===== config.mk =====
export PLATFORM = sky130hd
export DESIGN_NAME = muldiv_hilo_ctrl
export DESIGN_NICKNAME = d
export VERILOG_FILES = /design/src/rtl/muldiv_hilo_ctrl.sv
export SDC_FILE = /design/constraint.sdc
export NUM_CORES = 1
export LEC_CHECK = 0
export ABC_CLOCK_PERIOD_IN_PS = 4000
export BUFFER_PORTS_ARGS = -buffer_cell sky130_fd_sc_hd__buf_2
export CAP_MARGIN = 20
export CORE_ASPECT_RATIO = 1.25
export CORE_UTILIZATION = 35
export DETAILED_ROUTE_END_ITERATION = 8
export SYNTH_ARGS = -nofsm -noshare
export SYNTH_HDL_FRONTEND = slang
export SYNTH_SLANG_ARGS = --single-unit
export TNS_END_PERCENT = 20

===== constraint.sdc =====
create_clock -name clk -period 4 [get_ports clk]
set_clock_uncertainty 0.1 [all_clocks]
set_input_delay 0.4 -clock clk [delete_from_list [all_inputs] [get_ports clk]]
set_output_delay 0.4 -clock clk [all_outputs]
set_load 0.1 [all_outputs]

===== src/rtl/muldiv_hilo_ctrl.sv =====
// EX-stage multiply/divide sequencer and owner of the architectural HI/LO registers.
// Drives the external multiplier/divider, stalls IF..EX until HI/LO commit, and honours flush.
module muldiv_hilo_ctrl #(
   parameter int unsigned MUL_LAT   = 2,
   parameter bit          DIV0_FAST = 1'b1
) (
   input  logic        clk,
   input  logic        rst,
   input  logic        op_valid,
   input  logic [2:0]  op,
   input  logic [31:0] src_a,
   input  logic [31:0] src_b,
   input  logic        flush,
   output logic [31:0] mul_a,
   output logic [31:0] mul_b,
   output logic        mul_sign,
   input  logic [63:0] mul_prod,
   output logic        div_en,
   output logic        div_sign,
   output logic [31:0] div_a,
   output logic [31:0] div_b,
   input  logic        div_res_ready,
   input  logic [31:0] div_s,
   input  logic [31:0] div_r,
   output logic        stall_req,
   output logic        busy,
   output logic [31:0] hi_o,
   output logic [31:0] lo_o
);

   localparam int unsigned CNT_W = (MUL_LAT < 2) ? 1 : $clog2(MUL_LAT + 1);

   localparam logic [2:0] OP_MULT  = 3'd0;
   localparam logic [2:0] OP_MULTU = 3'd1;
   localparam logic [2:0] OP_DIV   = 3'd2;
   localparam logic [2:0] OP_DIVU  = 3'd3;
   localparam logic [2:0] OP_MTHI  = 3'd4;
   localparam logic [2:0] OP_MTLO  = 3'd5;

   typedef enum logic [1:0] {
      ST_IDLE = 2'd0,
      ST_MUL  = 2'd1,
      ST_DIV  = 2'd2
   } state_e;

   state_e             state_q, state_d;
   logic [CNT_W-1:0]   cnt_q, cnt_d;
   logic               div0_q, div0_d;
   logic [31:0]        hi_q, hi_d;
   logic [31:0]        lo_q, lo_d;
   logic [31:0]        mul_a_q, mul_a_d;
   logic [31:0]        mul_b_q, mul_b_d;
   logic               mul_sign_q, mul_sign_d;
   logic               div_en_q, div_en_d;
   logic               div_sign_q, div_sign_d;
   logic [31:0]        div_a_q, div_a_d;
   logic [31:0]        div_b_q, div_b_d;
   logic               accept;

   assign accept = (state_q == ST_IDLE) && op_valid && !flush;

   // Next-state, HI/LO commit and stall decode; flush always wins over a same-cycle commit
   always_comb begin
      state_d    = state_q;
      cnt_d      = cnt_q;
      div0_d     = div0_q;
      hi_d       = hi_q;
      lo_d       = lo_q;
      mul_a_d    = mul_a_q;
      mul_b_d    = mul_b_q;
      mul_sign_d = mul_sign_q;
      div_en_d   = div_en_q;
      div_sign_d = div_sign_q;
      div_a_d    = div_a_q;
      div_b_d    = div_b_q;
      stall_req  = 1'b0;

      case (state_q)
         ST_IDLE: begin
            if (accept) begin
               case (op)
                  OP_MULT, OP_MULTU: begin
                     mul_a_d    = src_a;
                     mul_b_d    = src_b;
                     mul_sign_d = (op == OP_MULT);
                     cnt_d      = CNT_W'(MUL_LAT);
                     state_d    = ST_MUL;
                     stall_req  = 1'b1;
                  end
                  OP_DIV, OP_DIVU: begin
                     div_a_d    = src_a;
                     div_b_d    = src_b;
                     div_sign_d = (op == OP_DIV);
                     state_d    = ST_DIV;
                     stall_req  = 1'b1;
                     // A zero divisor bypasses the divider and commits on the next edge
                     if (DIV0_FAST && (src_b == 32'd0)) begin
                        div0_d = 1'b1;
                     end else begin
                        div_en_d = 1'b1;
                     end
                  end
                  OP_MTHI: hi_d = src_a;
                  OP_MTLO: lo_d = src_a;
                  default: ;
               endcase
            end
         end

         ST_MUL: begin
            if (flush) begin
               state_d = ST_IDLE;
               cnt_d   = '0;
            end else if (cnt_q == CNT_W'(1)) begin
               hi_d    = mul_prod[63:32];
               lo_d    = mul_prod[31:0];
               state_d = ST_IDLE;
               cnt_d   = '0;
            end else begin
               cnt_d     = cnt_q - CNT_W'(1);
               stall_req = 1'b1;
            end
         end

         ST_DIV: begin
            if (flush) begin
               state_d  = ST_IDLE;
               div_en_d = 1'b0;
               div0_d   = 1'b0;
            end else if (div0_q) begin
               hi_d    = div_a_q;
               lo_d    = 32'hFFFF_FFFF;
               state_d = ST_IDLE;
               div0_d  = 1'b0;
            end else if (div_res_ready) begin
               hi_d     = div_r;
               lo_d     = div_s;
               state_d  = ST_IDLE;
               div_en_d = 1'b0;
            end else begin
               stall_req = 1'b1;
            end
         end

         default: begin
            state_d  = ST_IDLE;
            div_en_d = 1'b0;
            div0_d   = 1'b0;
            cnt_d    = '0;
         end
      endcase
   end

   always_ff @(posedge clk or negedge rst) begin
      if (!rst) begin
         state_q    <= ST_IDLE;
         cnt_q      <= '0;
         div0_q     <= 1'b0;
         hi_q       <= '0;
         lo_q       <= '0;
         mul_a_q    <= '0;
         mul_b_q    <= '0;
         mul_sign_q <= 1'b0;
         div_en_q   <= 1'b0;
         div_sign_q <= 1'b0;
         div_a_q    <= '0;
         div_b_q    <= '0;
      end else begin
         state_q    <= state_d;
         cnt_q      <= cnt_d;
         div0_q     <= div0_d;
         hi_q       <= hi_d;
         lo_q       <= lo_d;
         mul_a_q    <= mul_a_d;
         mul_b_q    <= mul_b_d;
         mul_sign_q <= mul_sign_d;
         div_en_q   <= div_en_d;
         div_sign_q <= div_sign_d;
         div_a_q    <= div_a_d;
         div_b_q    <= div_b_d;
      end
   end

   assign busy     = (state_q != ST_IDLE);
   assign hi_o     = hi_q;
   assign lo_o     = lo_q;
   assign mul_a    = mul_a_q;
   assign mul_b    = mul_b_q;
   assign mul_sign = mul_sign_q;
   assign div_en   = div_en_q;
   assign div_sign = div_sign_q;
   assign div_a    = div_a_q;
   assign div_b    = div_b_q;

endmodule


==> metrics.md, run 1 <==
| Metric | Value |
|---|---|
| Worst rel slew slack | 0.331 |
| Final #Nets | 1341 |
| Drt first-iter violations | 258 |
| Post-Route Setup TNS | 0 ns |
| Global-route wire length before repair | 45300 µm |
| Uppermost routed layer | met4 |
| Worst Setup SP | state_q[1]$_DFFE_PN0P_ |
| Initial antenna violation count | 1 |
| Hold-fix buffers, CTS | 1 |
| Nature of the critical path startpoint | flip-flop |
| Wirelength per Cell | 20.0 µm |
| Detail Route met2 WL | 14600 µm |
| Crit. End Element | output pin |
| Syn_nets | 972 |
| Unrepaired setup endpoints after global routing | no |
| Reg area | 5010 µm² |
| Area grow syn2layout | 27.9% |
| Crit Path Max Fanout | 36 |
| GR Overflow Total | 0 |
| TritonCTS buffer count | 17 |
| Final setup fails | 0 |
| Clock root buffer master | clkbuf_16 |
| Post-CTS setup buffer count | 0 |
| Met1 wire length | 12500 µm |
| Core ar. | 27100 µm² |
| EDFF count, synth | 0 |
| Die width | 151 µm |
| Drt total wl | 29900 µm |
| Post-Syn Instances | 767 |
| Post-synth top area share | 0.514 |
| Max clock buf depth | 2 |
| Die H | 189 µm |
| Routed vias/inst | 5.06 |
| Cell taking the most area after synthesis | dfrtp_1 |
| Fraction of layout cells with a size suffix above 1 | 0.584 |
| FF-to-FF End | lo_o[22]$_DFFE_PN0P_ |
| Final ANT Viol Nets | 0 |
| Async S/R FF share, synth | 1.00 |
| Vias in the first global route | 7830 |
| Final worst-path cycle share | 0.774 |
| Total length of routed met3 wires | 2290 µm |
| Total GRT Usage | 0.212 |
| Post-CTS Resized | 0 |
| Fillers | 2559 |
| F_max | 323 MHz |
| Reg2Reg Setup Slack | 1.24 ns |
| CTS sink count | 200 |
| Largest net degree at the start of global routing | 98 |
| Vias | 7561 |
| WP data arrival | 2.60 ns |
| YS warnings | 0 |
| Worst r2r src | state_q[1]$_DFFE_PN0P_ |
| CTS tree | yes |
| CTS clk-pin slew, worst paths | 0.08 ns |
| Most used DFF post-synth | dfrtp_1 |
| DRC viols | 0 |
| Slew @ Worst Pin | 1.00 ns |
| # H-tree levels | 4 |
| HP Class | in -> reg |
| Die ar. | 28500 µm² |
| Cell area after synthesis | 9740 µm² |
| Port Buf Inserts | 396 |
| Final Critical Period | 3.10 ns |
| Top cells by area, synth | dfrtp_1 (51%), mux2_2 (16%), mux2_4 (13%) |
| DP Area | 11900 µm² |
| Worst R2R Path Depth | 7 |
| WS Path Type | reg -> out |
| MaxCap Viol Count | 0 |
| DRT Pass-1 Iters | 7 |
| I/O pins | 397 |
| Most frequent cell after synthesis | dfrtp_1 |
| Pins Over Slew Limit | 0 |
| Area of all placed cells without fillers | 12500 µm² |
| Setup crit end | stall_req |
| Status | finished clean |
| Worst EP required | 3.50 ns |
| Clock latency on the worst-skew pair | 0.43 ns |
| Post-Synthesis Mean Instance Area | 12.7 µm² |
| Final hold vios | 0 |
| Gp weighted congestion | 0.803 |
| DP Wirelength | 21200 µm |
| Site row count | 67 |
| Seq/Total Area, Yosys | 0.514 |
| Commonest cells post-synth | dfrtp_1 (200), mux2_2 (138), nand2_1 (98), mux2_4 (87), a31oi_1 (65) |
| Multi-input gate area | 4340 µm² |
| Distinct cells, synth | 34 |
| Initial cell density of the core | 0.360 |
| Seq cells post-synth | 200 |
per-stage QoR:
step,hold WS [ns],cells,setup slack [ns],utilization
after floorplan,0.00441,767,0.819,-
after CTS,0.0930,1494,0.893,0.460
after detailed placement,0.372,1461,1.22,0.439
after global placement,0.363,1461,1.33,0.439
after global routing,0.0994,1495,0.720,0.460
final,0.119,1495,0.905,0.460
cell type report:
class / count / area share
sequential: 200 / 0.402
multi-input combinational: 501 / 0.348
timing repair buffer: 407 / 0.168
tap: 345 / 0.0346
inverter: 9 / 0.00271
antenna: 1 / 0.000201
clock inverter: 13 / 0.0105
clock buffer: 19 / 0.0347
worst min path at each step:
stage,start,to,slack [ns],cells after the start
3_5_place_dp,div_sign$_DFFE_PN0P_,div_sign$_DFFE_PN0P_,0.37,2
4_1_cts,src_b[6],mul_b[6]$_DFFE_PN0P_,0.09,2
6_report,src_b[6],mul_b[6]$_DFFE_PN0P_,0.12,2
3_3_place_gp,mul_sign$_DFFE_PN0P_,mul_sign$_DFFE_PN0P_,0.36,2
2_1_floorplan,rst,cnt_q[0]$_DFFE_PN0P_,0.004,0
5_1_grt,src_a[27],div_a[27]$_DFFE_PN0P_,0.1,2
routing by layer:
metal,vias to the layer above,GRT usage
met5,-,0
met4,0,0.0612
met3,31,0.0649
met2,308,0.357
met1,3748,0.258
li1,3474,-
registers in the layout, summed over array words and instances (netlist names), 2 cells and up:
register  flops
div_a        32
mul_a        32
state_q       2
lo_o         32
hi_o         32
cnt_q         2
mul_b        32
div_b        32
logic make-up (layout without fill, tap and decap cells):
kind of cell,Yosys count,in the layout,share of synthesized area
mux,225,225,0.294
flops,200,200,0.514
simple gates,156,156,0.0724
compound gates,115,115,0.0700
buf+inv,66,448,0.0440
fa+ha+maj,5,5,0.00642
other cells,0,1,0
cells in the final DEF (no fill, tap or decap), types with 9 or more instances in the layout:
cell	netlist	final
a31oi_1	65	65
nor4_1	9	9
mux2_2	138	138
nor2_1	33	33
buf_4	1	9
nand2_1	98	98
inv_1	9	9
mux2_4	87	87
dfrtp_1	200	199
buf_2	16	395
clkbuf_16	0	17
o21ai_0	36	36
worst max-delay path: stages (launching register included):
cell      delay (ns)
dfrtp_1         0.43
inv_1           0.13
ha_2            0.18
buf_4           0.34
nand2b_1        0.13
a21oi_1         0.33
a31oi_1         0.07
nor2_1          0.10
buf_2           0.45
Power of run 1 is not shown: default switching activity piles up to over one toggle a cycle in this logic, so the estimate is an artifact.
==> run 2: changes to the inputs <==
--- a/config.mk
+++ b/config.mk
@@ -5,7 +5,7 @@
 export SDC_FILE = /design/constraint.sdc
 export NUM_CORES = 1
 export LEC_CHECK = 0
-export ABC_CLOCK_PERIOD_IN_PS = 4000
+export ABC_CLOCK_PERIOD_IN_PS = 2900
 export BUFFER_PORTS_ARGS = -buffer_cell sky130_fd_sc_hd__buf_2
 export CAP_MARGIN = 20
 export CORE_ASPECT_RATIO = 1.25
==> constraint.sdc (replaced) <==
create_clock -name clk -period 2.9 [get_ports clk]
set_clock_uncertainty 0.1 [all_clocks]
set_input_delay 0.29 -clock clk [delete_from_list [all_inputs] [get_ports clk]]
set_output_delay 0.29 -clock clk [all_outputs]
set_load 0.1 [all_outputs]
==> metrics.md, run 2 (synthesis results as in run 1) <==
| Metric | Value |
|---|---|
| Status | finished clean |
| Post-Place Worst Slack | 0.491 ns (-0.726 ns) |
| Max clock buf depth | 2 (unchanged) |
| GRT met1 Usage | 0.252 (-0.00637) |
| Met3 usage | 0.0605 (-0.00436) |
| Global-route wire length before repair | 44800 µm (-1.2%) |
| Final worst-path cycle share | 0.923 |
| Die width | 151 µm (unchanged) |
| Worst EP required | 2.51 ns (-0.99 ns) |
| Hold Crit Start | src_b[2] |
| I/O pins | 397 (unchanged) |
| DRC viols | 0 (unchanged) |
| GR Overflow Total | 0 (unchanged) |
| Most common cell after layout, fill and taps aside | buf_2 |
| Final setup fails | 0 (unchanged) |
| Port Buf Inserts | 396 (unchanged) |
| Crit-path cells | inv_1 -> ha_2 -> or3b_1 -> a21oi_2 -> a31oi_1 -> nor2_2 -> buf_12 |
| Routed vias/inst | 5.03 (-0.60%) |
| Fraction of layout cells with a size suffix above 1 | 0.583 (-0.000724) |
| Worst Setup SP | state_q[0]$_DFFE_PN0P_ |
| Drt first-iter violations | 279 (+8.1%) |
| CTS clk-pin slew, worst paths | 0.08 ns (about the same) |
| Largest net degree at the start of global routing | 83 (-15%) |
| Die ar. | 28500 µm² (unchanged) |
| Final ANT Viol Nets | 0 (unchanged) |
| DP Wirelength | 21800 µm (+3.2%) |
| Vias | 7621 (+0.79%) |
| Pins Over Slew Limit | 0 (unchanged) |
| Critical path's slowest cell | dfrtp_1 |
| N_diodes | 0 (-1) |
| CP max stage delay | 0.41 ns (-0.04 ns) |
| Delay-heaviest family, CP | simple AND/OR/NAND/NOR gates |
| Final #Nets | 1363 (+1.6%) |
| Die H | 189 µm (unchanged) |
| # H-tree levels | 4 (unchanged) |
| Sum of buffers and inverters on the critical path | 2 (-1) |
| Area grow syn2layout | 31.7% |
| MaxCap Viol Count | 0 (unchanged) |
| DRT Pass-1 Iters | 4 (-3) |
| Clock root buffer master | clkbuf_16 |
| Final Critical Period | 2.68 ns |
| Worst r2r src | state_q[0]$_DFFE_PN0P_ |
| Final hold vios | 0 (unchanged) |
| F_max | 373 MHz |
| Site row count | 67 (unchanged) |
| WS Path Type | reg -> out |
| Post-Route Setup TNS | 0 ns (unchanged) |
| Slew @ Worst Pin | 0.693 ns (-0.311 ns) |
| Final core occ | 0.474 (+0.0138) |
| Wirelength per Cell | 19.6 µm (-2.0%) |
| Crit Path Max Fanout | 5 (-86%) |
| Core ar. | 27100 µm² (unchanged) |
| Hold_ws | 0.0260 ns (-0.0927 ns) |
| CTS sink count | 200 (unchanged) |
| Drt total wl | 29700 µm (-0.63%) |
| Global routing usage on met2 | 0.354 (-0.00281) |
| Unrepaired setup endpoints after global routing | no |
| Final Worst Setup Slack | 0.223 ns (-0.682 ns) |
| Initial antenna violation count | 1 (unchanged) |
| WP data arrival | 2.29 ns (-0.31 ns) |
| Initial cell density of the core | 0.360 (unchanged) |
| Worst rel slew slack | 0.538 (+0.207) |
| Gp weighted congestion | 0.818 (+1.9%) |
| Most frequent cells in the layout | buf_2 (394), dfrtp_1 (199), mux2_2 (138) |
| Busiest grt layer | met2 |
| Total GRT Usage | 0.210 (-0.00198) |
| TritonCTS buffer count | 17 (unchanged) |
| Nature of the critical path startpoint | flip-flop |
| CTS tree | yes |
| Vias in the first global route | 7851 (+0.27%) |
| Crit. End Element | output pin |
| HP Class | in -> reg |
| Clock latency on the worst-skew pair | 0.43 ns (about the same) |
run 2: routing by layer:
| metal | up-vias | part of all wire | wire, µm |
|---|---|---|---|
| met5 | - | 0.00037 | 11 |
| met4 | 2 | 0.023 | 696 |
| met3 | 39 | 0.069 | 2060 |
| met2 | 283 | 0.49 | 14700 |
| met1 | 3783 | 0.41 | 12300 |
| li1 | 3514 | - | - |
run 2: final cells by class:
cell class              count  area (µm²)
multi-input cells         501        4340
inverters                   9        33.8
flip-flops and latches    200        5010
well taps                 345         432
fillers                  2525       14200
repair buffers            429        2380
clock inverters            12         176
clock buffers              20         467
run 2: final timing paths:
check | end | slack (ns) | depth (start not counted)
min | div_b[2]$_DFFE_PN0P_ | 0.03 | 2
max | stall_req | 0.22 | 7
min in group asynchronous | mul_b[9]$_DFFE_PN0P_ | 0.36 | 2
min reg2reg | div_sign$_DFFE_PN0P_ | 0.39 | 2
max in group asynchronous | mul_b[25]$_DFFE_PN0P_ | 1.58 | 3
max reg2reg | hi_o[29]$_DFFE_PN0P_ | 0.46 | 7
run 2: timing repair:
action	in CTS	in global routing
hold endpoints to repair	100	0
buffers inserted	0	0
hold buffers	15	0
gates resized for setup	0	1
endpoints found under the setup margin	0	1
run 2: stage by stage:
stage          cells  cell area, µm²
2_1_floorplan    767            9750
3_3_place_gp    1469           12000
3_5_place_dp    1469           12000
4_1_cts         1516           12800
5_1_grt         1516           12800
6_report        1516           12800
Power of run 2 is left out for the same reason.
